--- src/rtl/swap_cmd_issuer.sv ---
// swap_cmd_issuer: initiator side of the swap interface.
// Queues address-pair requests in a small FIFO and drives a swap_reg_file
// one request at a time, holding the addresses stable for the whole swap
// window and pulsing done when each request retires.
module swap_cmd_issuer #(
   parameter int ADDR_WIDTH  = 7,
   parameter int FIFO_DEPTH  = 4,
   parameter int SWAP_CYCLES = 3
) (
   input  logic                          clk,
   input  logic                          reset,
   input  logic                          req_valid,
   output logic                          req_ready,
   input  logic [ADDR_WIDTH-1:0]         req_addr_a,
   input  logic [ADDR_WIDTH-1:0]         req_addr_b,
   output logic [ADDR_WIDTH-1:0]         address_A,
   output logic [ADDR_WIDTH-1:0]         address_B,
   output logic                          swap,
   output logic                          busy,
   output logic                          done,
   output logic                          skipped,
   output logic [$clog2(FIFO_DEPTH):0]   q_count,
   output logic [15:0]                   swap_count
);
   localparam int PW = $clog2(FIFO_DEPTH);
   localparam int CW = $clog2(SWAP_CYCLES + 1);

   localparam logic [2:0] S_IDLE  = 3'd0;
   localparam logic [2:0] S_LOAD  = 3'd1;
   localparam logic [2:0] S_ISSUE = 3'd2;
   localparam logic [2:0] S_WAIT  = 3'd3;
   localparam logic [2:0] S_DONE  = 3'd4;

   logic [ADDR_WIDTH-1:0] fifo_a_mem [FIFO_DEPTH];
   logic [ADDR_WIDTH-1:0] fifo_b_mem [FIFO_DEPTH];

   logic [PW-1:0]         wr_ptr_q, wr_ptr_d, rd_ptr_q, rd_ptr_d;
   logic [PW:0]           cnt_q, cnt_d;
   logic [2:0]            state_q, state_d;
   logic [ADDR_WIDTH-1:0] addr_a_q, addr_a_d, addr_b_q, addr_b_d;
   logic [CW-1:0]         wcnt_q, wcnt_d;
   logic [15:0]           swap_cnt_q, swap_cnt_d;
   logic                  swap_q, swap_d, busy_q, busy_d;
   logic                  done_q, done_d, skipped_q, skipped_d;
   logic                  push, pop;

   assign req_ready  = (cnt_q != (PW+1)'(FIFO_DEPTH));
   assign push       = req_valid && req_ready;
   assign pop        = (state_q == S_IDLE) && (cnt_q != '0);
   assign address_A  = addr_a_q;
   assign address_B  = addr_b_q;
   assign swap       = swap_q;
   assign busy       = busy_q;
   assign done       = done_q;
   assign skipped    = skipped_q;
   assign q_count    = cnt_q;
   assign swap_count = swap_cnt_q;

   // FIFO occupancy and pointers; simultaneous push/pop leaves the count unchanged
   always_comb begin
      wr_ptr_d = wr_ptr_q;
      rd_ptr_d = rd_ptr_q;
      cnt_d    = cnt_q;
      if (push) wr_ptr_d = wr_ptr_q + 1'b1;
      if (pop)  rd_ptr_d = rd_ptr_q + 1'b1;
      if (push && !pop)      cnt_d = cnt_q + 1'b1;
      else if (pop && !push) cnt_d = cnt_q - 1'b1;
   end

   // Request storage; contents need no reset since the count gates every read
   always_ff @(posedge clk) begin
      if (push) begin
         fifo_a_mem[wr_ptr_q] <= req_addr_a;
         fifo_b_mem[wr_ptr_q] <= req_addr_b;
      end
   end

   // Swap sequencer: pop, check for a trivial swap, pulse, wait out the target, retire
   always_comb begin
      state_d    = state_q;
      addr_a_d   = addr_a_q;
      addr_b_d   = addr_b_q;
      wcnt_d     = wcnt_q;
      swap_cnt_d = swap_cnt_q;
      case (state_q)
         S_IDLE: if (pop) begin
            addr_a_d = fifo_a_mem[rd_ptr_q];
            addr_b_d = fifo_b_mem[rd_ptr_q];
            state_d  = S_LOAD;
         end
         S_LOAD: begin
            if (addr_a_q == addr_b_q) begin
               state_d = S_DONE;
            end else begin
               // count at the same edge the pulse rises so they are seen together
               swap_cnt_d = swap_cnt_q + 16'd1;
               wcnt_d     = '0;
               state_d    = S_ISSUE;
            end
         end
         S_ISSUE: state_d = S_WAIT;
         S_WAIT: begin
            wcnt_d = wcnt_q + 1'b1;
            if (wcnt_q == CW'(SWAP_CYCLES - 1)) state_d = S_DONE;
         end
         S_DONE:  state_d = S_IDLE;
         default: state_d = S_IDLE;
      endcase
   end

   // Outputs decoded from the next state so they come straight off flops
   always_comb begin
      swap_d    = (state_d == S_ISSUE);
      busy_d    = (state_d != S_IDLE);
      done_d    = (state_d == S_DONE);
      skipped_d = (state_q == S_LOAD) && (state_d == S_DONE);
   end

   // State and control registers; reset abandons any swap in flight
   always_ff @(posedge clk or posedge reset) begin
      if (reset) begin
         wr_ptr_q   <= '0;
         rd_ptr_q   <= '0;
         cnt_q      <= '0;
         state_q    <= S_IDLE;
         addr_a_q   <= '0;
         addr_b_q   <= '0;
         wcnt_q     <= '0;
         swap_cnt_q <= '0;
         swap_q     <= 1'b0;
         busy_q     <= 1'b0;
         done_q     <= 1'b0;
         skipped_q  <= 1'b0;
      end else begin
         wr_ptr_q   <= wr_ptr_d;
         rd_ptr_q   <= rd_ptr_d;
         cnt_q      <= cnt_d;
         state_q    <= state_d;
         addr_a_q   <= addr_a_d;
         addr_b_q   <= addr_b_d;
         wcnt_q     <= wcnt_d;
         swap_cnt_q <= swap_cnt_d;
         swap_q     <= swap_d;
         busy_q     <= busy_d;
         done_q     <= done_d;
         skipped_q  <= skipped_d;
      end
   end
endmodule

--- config.mk ---
export PLATFORM = sky130hd
export DESIGN_NAME = swap_cmd_issuer
export DESIGN_NICKNAME = d
export VERILOG_FILES = /design/src/rtl/swap_cmd_issuer.sv
export SDC_FILE = /design/constraint.sdc
export NUM_CORES = 1
export LEC_CHECK = 0
export CORE_ASPECT_RATIO = 0.6
export CORE_UTILIZATION = 35
export DETAILED_ROUTE_END_ITERATION = 16
export REMOVE_ABC_BUFFERS = 1
export SYNTH_ARGS = -nofsm -noshare
export SYNTH_HDL_FRONTEND = slang
export SYNTH_SLANG_ARGS = --single-unit
export TNS_END_PERCENT = 1
--- constraint.sdc ---
create_clock -name clk -period 6.9 [get_ports clk]
set_input_delay 0.69 -clock clk [delete_from_list [all_inputs] [get_ports clk]]
set_output_delay 0.69 -clock clk [all_outputs]
set_load 0.02 [all_outputs]
### Word-level counts from Yosys, hierarchy flattened

Memory sizes are Yosys's and may differ from the RTL's. A register that Yosys moved wholly into a read port is not among the register bits.
Cells that the tools add are included.

| word-level totals | value |
|---|---|
| register bits after elaboration | 32 |
| memory bits (writable) | 56 |
| input port bits | 17 |
| memories kept | 2 |

Memory list:

| memory | words | width | read ports | clocked after Yosys merged registers in | write ports | line | text |
|---|---|---|---|---|---|---|---|
| fifo_a_mem | 4 | 7 | 1 | 1 | 1 | 34 | `logic [ADDR_WIDTH-1:0] fifo_a_mem [FIFO_DEPTH];` |
| fifo_b_mem | 4 | 7 | 1 | 1 | 1 | 35 | `logic [ADDR_WIDTH-1:0] fifo_b_mem [FIFO_DEPTH];` |

| operators by class | value |
|---|---|
| add/sub/neg operators | 6 |
| equal/unequal tests | 9 |
| multiplexer cells | 10 |
| bitwise logic cells | 1 |
| reduce and logical (&&, ||, !) cells | 15 |

Operators with widths:

| operator | number |
|---|---|
| adder 16 x 1 -> 16 bit (second input constant) | 1 |
| 2-to-1 mux 3 bit | 5 |
| case mux 3 bit (4 select lines) | 1 |
| equality test 3 x 2 -> 1 bit (second input constant) | 3 |
| equality test 7 bit | 1 |
| adder 2 x 1 -> 2 bit (second input constant) | 3 |
| AND reduction 2 bit | 3 |
| nonzero test 3 bit | 2 |
| logical AND 1 bit | 5 |
| case mux 2 bit (2 select lines) | 1 |
| nonzero test 2 bit | 2 |
| adder 3 x 1 -> 3 bit (second input constant) | 1 |
| equality test 3 x 1 -> 1 bit (second input constant) | 1 |
| equality test 3 bit (second input constant) | 1 |
| zero test 3 bit | 1 |
| != test 3 bit (second input constant) | 1 |
| subtractor 3 x 1 -> 3 bit (second input constant) | 1 |
| equality test 2 bit (second input constant) | 1 |
| zero test 1 bit | 2 |
| 2-to-1 mux 1 bit | 2 |
| 2-to-1 mux 2 bit | 1 |
| != test 2 bit (second input constant) | 1 |
| inverter 1 bit | 1 |

### Logic depth before layout (Yosys ltp)

| depth | value |
|---|---|
| depth in word-level cells | 6 |
| depth in mapped cells | 10 |

### Least setup slack after synthesis

OpenSTA, ideal clock, no wires.

| path | value |
|---|---|
| path kind | reg2reg |
| from | reg cnt_q[0] (netlist: q_count[0]) |
| to | reg cnt_q[2] (netlist: q_count[2]) |
| setup time | 0.080 ns |
| arrival time | 2.397 ns |
| data required time | 6.820 ns |
| path slack | 4.423 ns |
| cell stages (with the launch flop) | 11 |
| cell sequence | dfrtp_1 nor3_1 nor4_4 clkinv_1 clkbuf_1 ha_1 inv_1 fa_1 xor2_1 nor2_1 xor2_1 |

| between the ends | value |
|---|---|
| word-level cells in the longest chain between the ends | 5 |
| elaborated cells between the ends (all ways) | 13 |

RTL lines:

| element | line | text |
|---|---|---|
| start: declaration | 38 | `logic [PW:0] cnt_q, cnt_d;` |
| start signal: assignment | 137 | `cnt_q <= cnt_d;` |
| parallel branches: the longest is 5 deep, another holds subtractor 3 x 1 -> 3 bit | - |  |

Several ways; the timed one is not identified. The select of a mux whose other input is x is not followed.
A chain may end at the register's enable or synchronous reset.

### Final worst setup path

| path | value |
|---|---|
| from | reg state_q[1] |
| to | reg cnt_q[1] (netlist: q_count[1]) |

| between the ends | value |
|---|---|
| word-level cells in the longest chain between the ends | 5 |
| elaborated cells between the ends (all ways) | 7 |

RTL lines:

| element | line | text |
|---|---|---|
| start: declaration | 39 | `logic [2:0] state_q, state_d;` |
| start signal: assignment | 138 | `state_q <= state_d;` |
| zero test 3 bit | 49 | `assign pop = (state_q == S_IDLE) && (cnt_q != '0);` |
| logical AND 1 bit | 49 |  |
| zero test 1 bit | 66 | `if (push && !pop) cnt_d = cnt_q + 1'b1;` |
| logical AND 1 bit | 66 |  |
| 2-to-1 mux 3 bit | 66 |  |
| net cnt_d[1] | 38 |  |

The timed path passes the listed nets, and every way through them passes these cells.

==> results.py <==
metrics = {
    "setup_path": {
        "critPathLaunchType": "register",
        "cp_cell_sequence": "nor4_4 > clkinv_1 > ha_1 > inv_1 > fa_1 > mux2_2",
        "crit_buf_inv": 2,
        "required_ns": 7.13,
        "end_kind": "register",
        "cp_max_fo": 17,
        "cp_data_arrival_time_ns": 3.48,
        "critPathSlowestCell": "nor4_4",
        "crit_family": "adder cells",
        "max_stage_delay_ns": 0.76,
        "critPathKind": "register to register",
    },
    "floorplanning": {
        "start_util_pct": 36.6,
        "dieHeight_microns": 87.1,
        "core_area_sq_um": 11500,
        "rows": 30,
        "die_area_sq_um": 12500,
        "die_w_microns": 144,
        "ios": 55,
    },
    "yosys": {
        "synth_mux_area_share_pct": 8.27,
        "synth_top_family_by_area": "simple AND/OR/NAND/NOR gates",
        "ys_async_sr_fraction_pct": 45.1,
        "synth_area_leaders": "edfxtp_1, dfrtp_1, mux4_2, xnor2_1, nand2_1",
        "ys_types": 33,
        "synth_edf_count": 56,
        "synthAdderAreaFrac_pct": 2.55,
        "ys_seq_elements": 102,
        "syn_area_per_cell_sq_um": 15.1,
        "yosysMostFrequentCell": "edfxtp_1",
        "yosys-top-cells-count": "edfxtp_1, nand2_1, dfrtp_1, xnor2_1, mux4_2",
        "synth_cells": 279,
        "ys_seq_area_share_pct": 67.1,
        "synth-compound-area-share_pct": 3.59,
        "synth_xor_area_share_pct": 5.81,
        "yosys.area.top_type_share_pct": 39.8,
        "synth_warnings": 0,
        "synthSimpleGateAreaFrac_pct": 10.5,
        "syn_area_sq_um": 4220,
        "synth_top_area_cell": "edfxtp_1",
        "synth_ff_type": "edfxtp_1",
    },
    "place": {
        "io_buffer_count": 54,
        "dp_slack_ns": 3.68,
        "hpwl_microns": 5620,
        "place_area_sq_um": 4910,
        "gp_congestion": 0.777,
        "dpl.cell_count": 484,
    },
    "layout": {
        "postLayoutCellArea_sq_um": 5210,
        "antenna_cells": 0,
        "fillers": 1044,
        "drive_gt1_share_pct": 10.6,
        "finish.utilization_pct": 45.2,
        "area_growth_pct": 23.5,
        "nets": 360,
        "final_cells": 500,
    },
    "cts": {
        "root_buffer": "clkbuf_16",
        "cts_buffers": 9,
        "post_cts_buffers": 0,
        "cts-resized-gates": 0,
        "insertion_delay_ns": 0.34,
        "htreeDepth": 3,
        "cts_buffer_depth": 2,
        "clkSinkCount": 102,
        "ctsHoldBuffers": 0,
        "cts_tree": "yes",
        "path_clk_slew_ns": 0.06,
    },
    "sta": {
        "maxSlewHeadroom_pct": 32.7,
        "finalSetupViolCount": 0,
        "whs_ns": 0.476,
        "worstMarginPinSlew_ns": 1.01,
        "min_period_ns": 3.26,
        "setup_ws_ns": 3.64,
        "finalHoldViolCount": 0,
        "setup_tns_ns": 0,
        "fin_crit_sh_pct": 47.2,
        "drv_slew": 0,
        "max_freq_ghz": 0.307,
        "fin_skew_ns": 0.00555,
        "rsz0062_at_grt": "no",
    },
    "grt": {
        "grt_pass1_vias": 2377,
        "overflow": 0,
        "grt_pass1_wl_microns": 13100,
        "grt_max_degree": 47,
        "grt_use_total_pct": 14.5,
        "antenna_found_initial": 0,
    },
    "hold_path": {
        "hp-class": "register to register",
    },
    "power_and_ir_drop": {
        "p_per_area_nw_per_um2": 439,
        "fin_total_pwr_mw": 2.29,
        "cellLeakagePower_nw": 1.98,
        "peakVddDrop_v": 0.000181,
    },
    "drt": {
        "dr.first_iter.drc_count": 173,
        "vias": 2415,
        "viasPerCell": 4.83,
        "wl_per_cell_microns": 16.0,
        "wl_met2_microns": 3330,
        "met1_length_microns": 4180,
        "top_layer": "met4",
        "routed_wl_microns": 8020,
        "drc": 0,
        "drt-pass1-iter-count": 4,
        "wl_met3_microns": 443,
        "drtAntennaViolNets": 0,
    },
    "flow_run": {
        "cap_viol_max_count": 0,
    },
    "status": {
        "status": "complete, no violations",
    },
}
cell families after synthesis:
family | after synthesis
adder cells (fa/ha/maj) | 8
flip-flops | 102
XOR/XNOR | 28
multiplexers | 17
AO/OA/AOI/OAI | 20
buffers and inverters | 18
AND/OR/NAND/NOR | 86
layer usage:
| layer | vias up | global-route usage (%) |
|---|---|---|
| met1 | 1216 | 21.2 |
| met4 | 0 | 4.64 |
| met2 | 61 | 19.7 |
| li1 | 1130 | - |
| met3 | 8 | 5.17 |
| met5 | - | 0 |
final cells by class:
cell class	count	area, sq um	share of cell area, %
clock buffer	11	233	4.46
clock inverter	5	73.8	1.42
inverter	8	30.0	0.576
multi-input combinational	159	1290	24.8
sequential	102	2830	54.3
tap	160	200	3.84
timing repair buffer	55	548	10.5
worst paths after layout:
kind	from	end	slack (ns)	cells past startpoint
min in group asynchronous	reset	busy	0.89	2
worst min-delay path	swap_count[15]	swap_count[15]	0.48	1
worst max register to register	state_q[1]	q_count[1]	3.64	6
max in group asynchronous	reset	address_A[1]	5.42	2
worst min register to register	swap_count[15]	swap_count[15]	0.48	1
worst max-delay path	state_q[1]	q_count[1]	3.64	6
cells in the final DEF (no fill, tap or decap), types with 3 or more instances in the layout:
cell / n
and4_1: 3
nor4_4: 3
mux2_2: 3
nand2_1: 52
xor2_1: 4
nand3_1: 6
o21ai_0: 5
clkdlybuf4s50_1: 54
edfxtp_1: 56
xnor2_1: 24
dfrtp_1: 46
nor2_1: 5
mux4_2: 14
o211ai_1: 6
and3_1: 9
ha_1: 7
o2111ai_1: 3
clkbuf_16: 9
nand4_1: 3
inv_1: 6
power breakdown:
part	switching [mW]	internal, mW
Sequential	0.170	0.818
Clock	0.203	0.315
Combinational	0.419	0.367
Total	0.792	1.50
sequential cells by signal, indices dropped and copies added, names as in the netlist:
register / count
address_A: 7
address_B: 7
busy: 1
done: 1
fifo_a_mem: 28
fifo_b_mem: 28
q_count: 3
rd_ptr_q: 2
skipped: 1
state_q: 3
swap: 1
swap_count: 16
wcnt_q: 2
wr_ptr_q: 2
No activity file was read; power rests on OpenSTA's default activity.
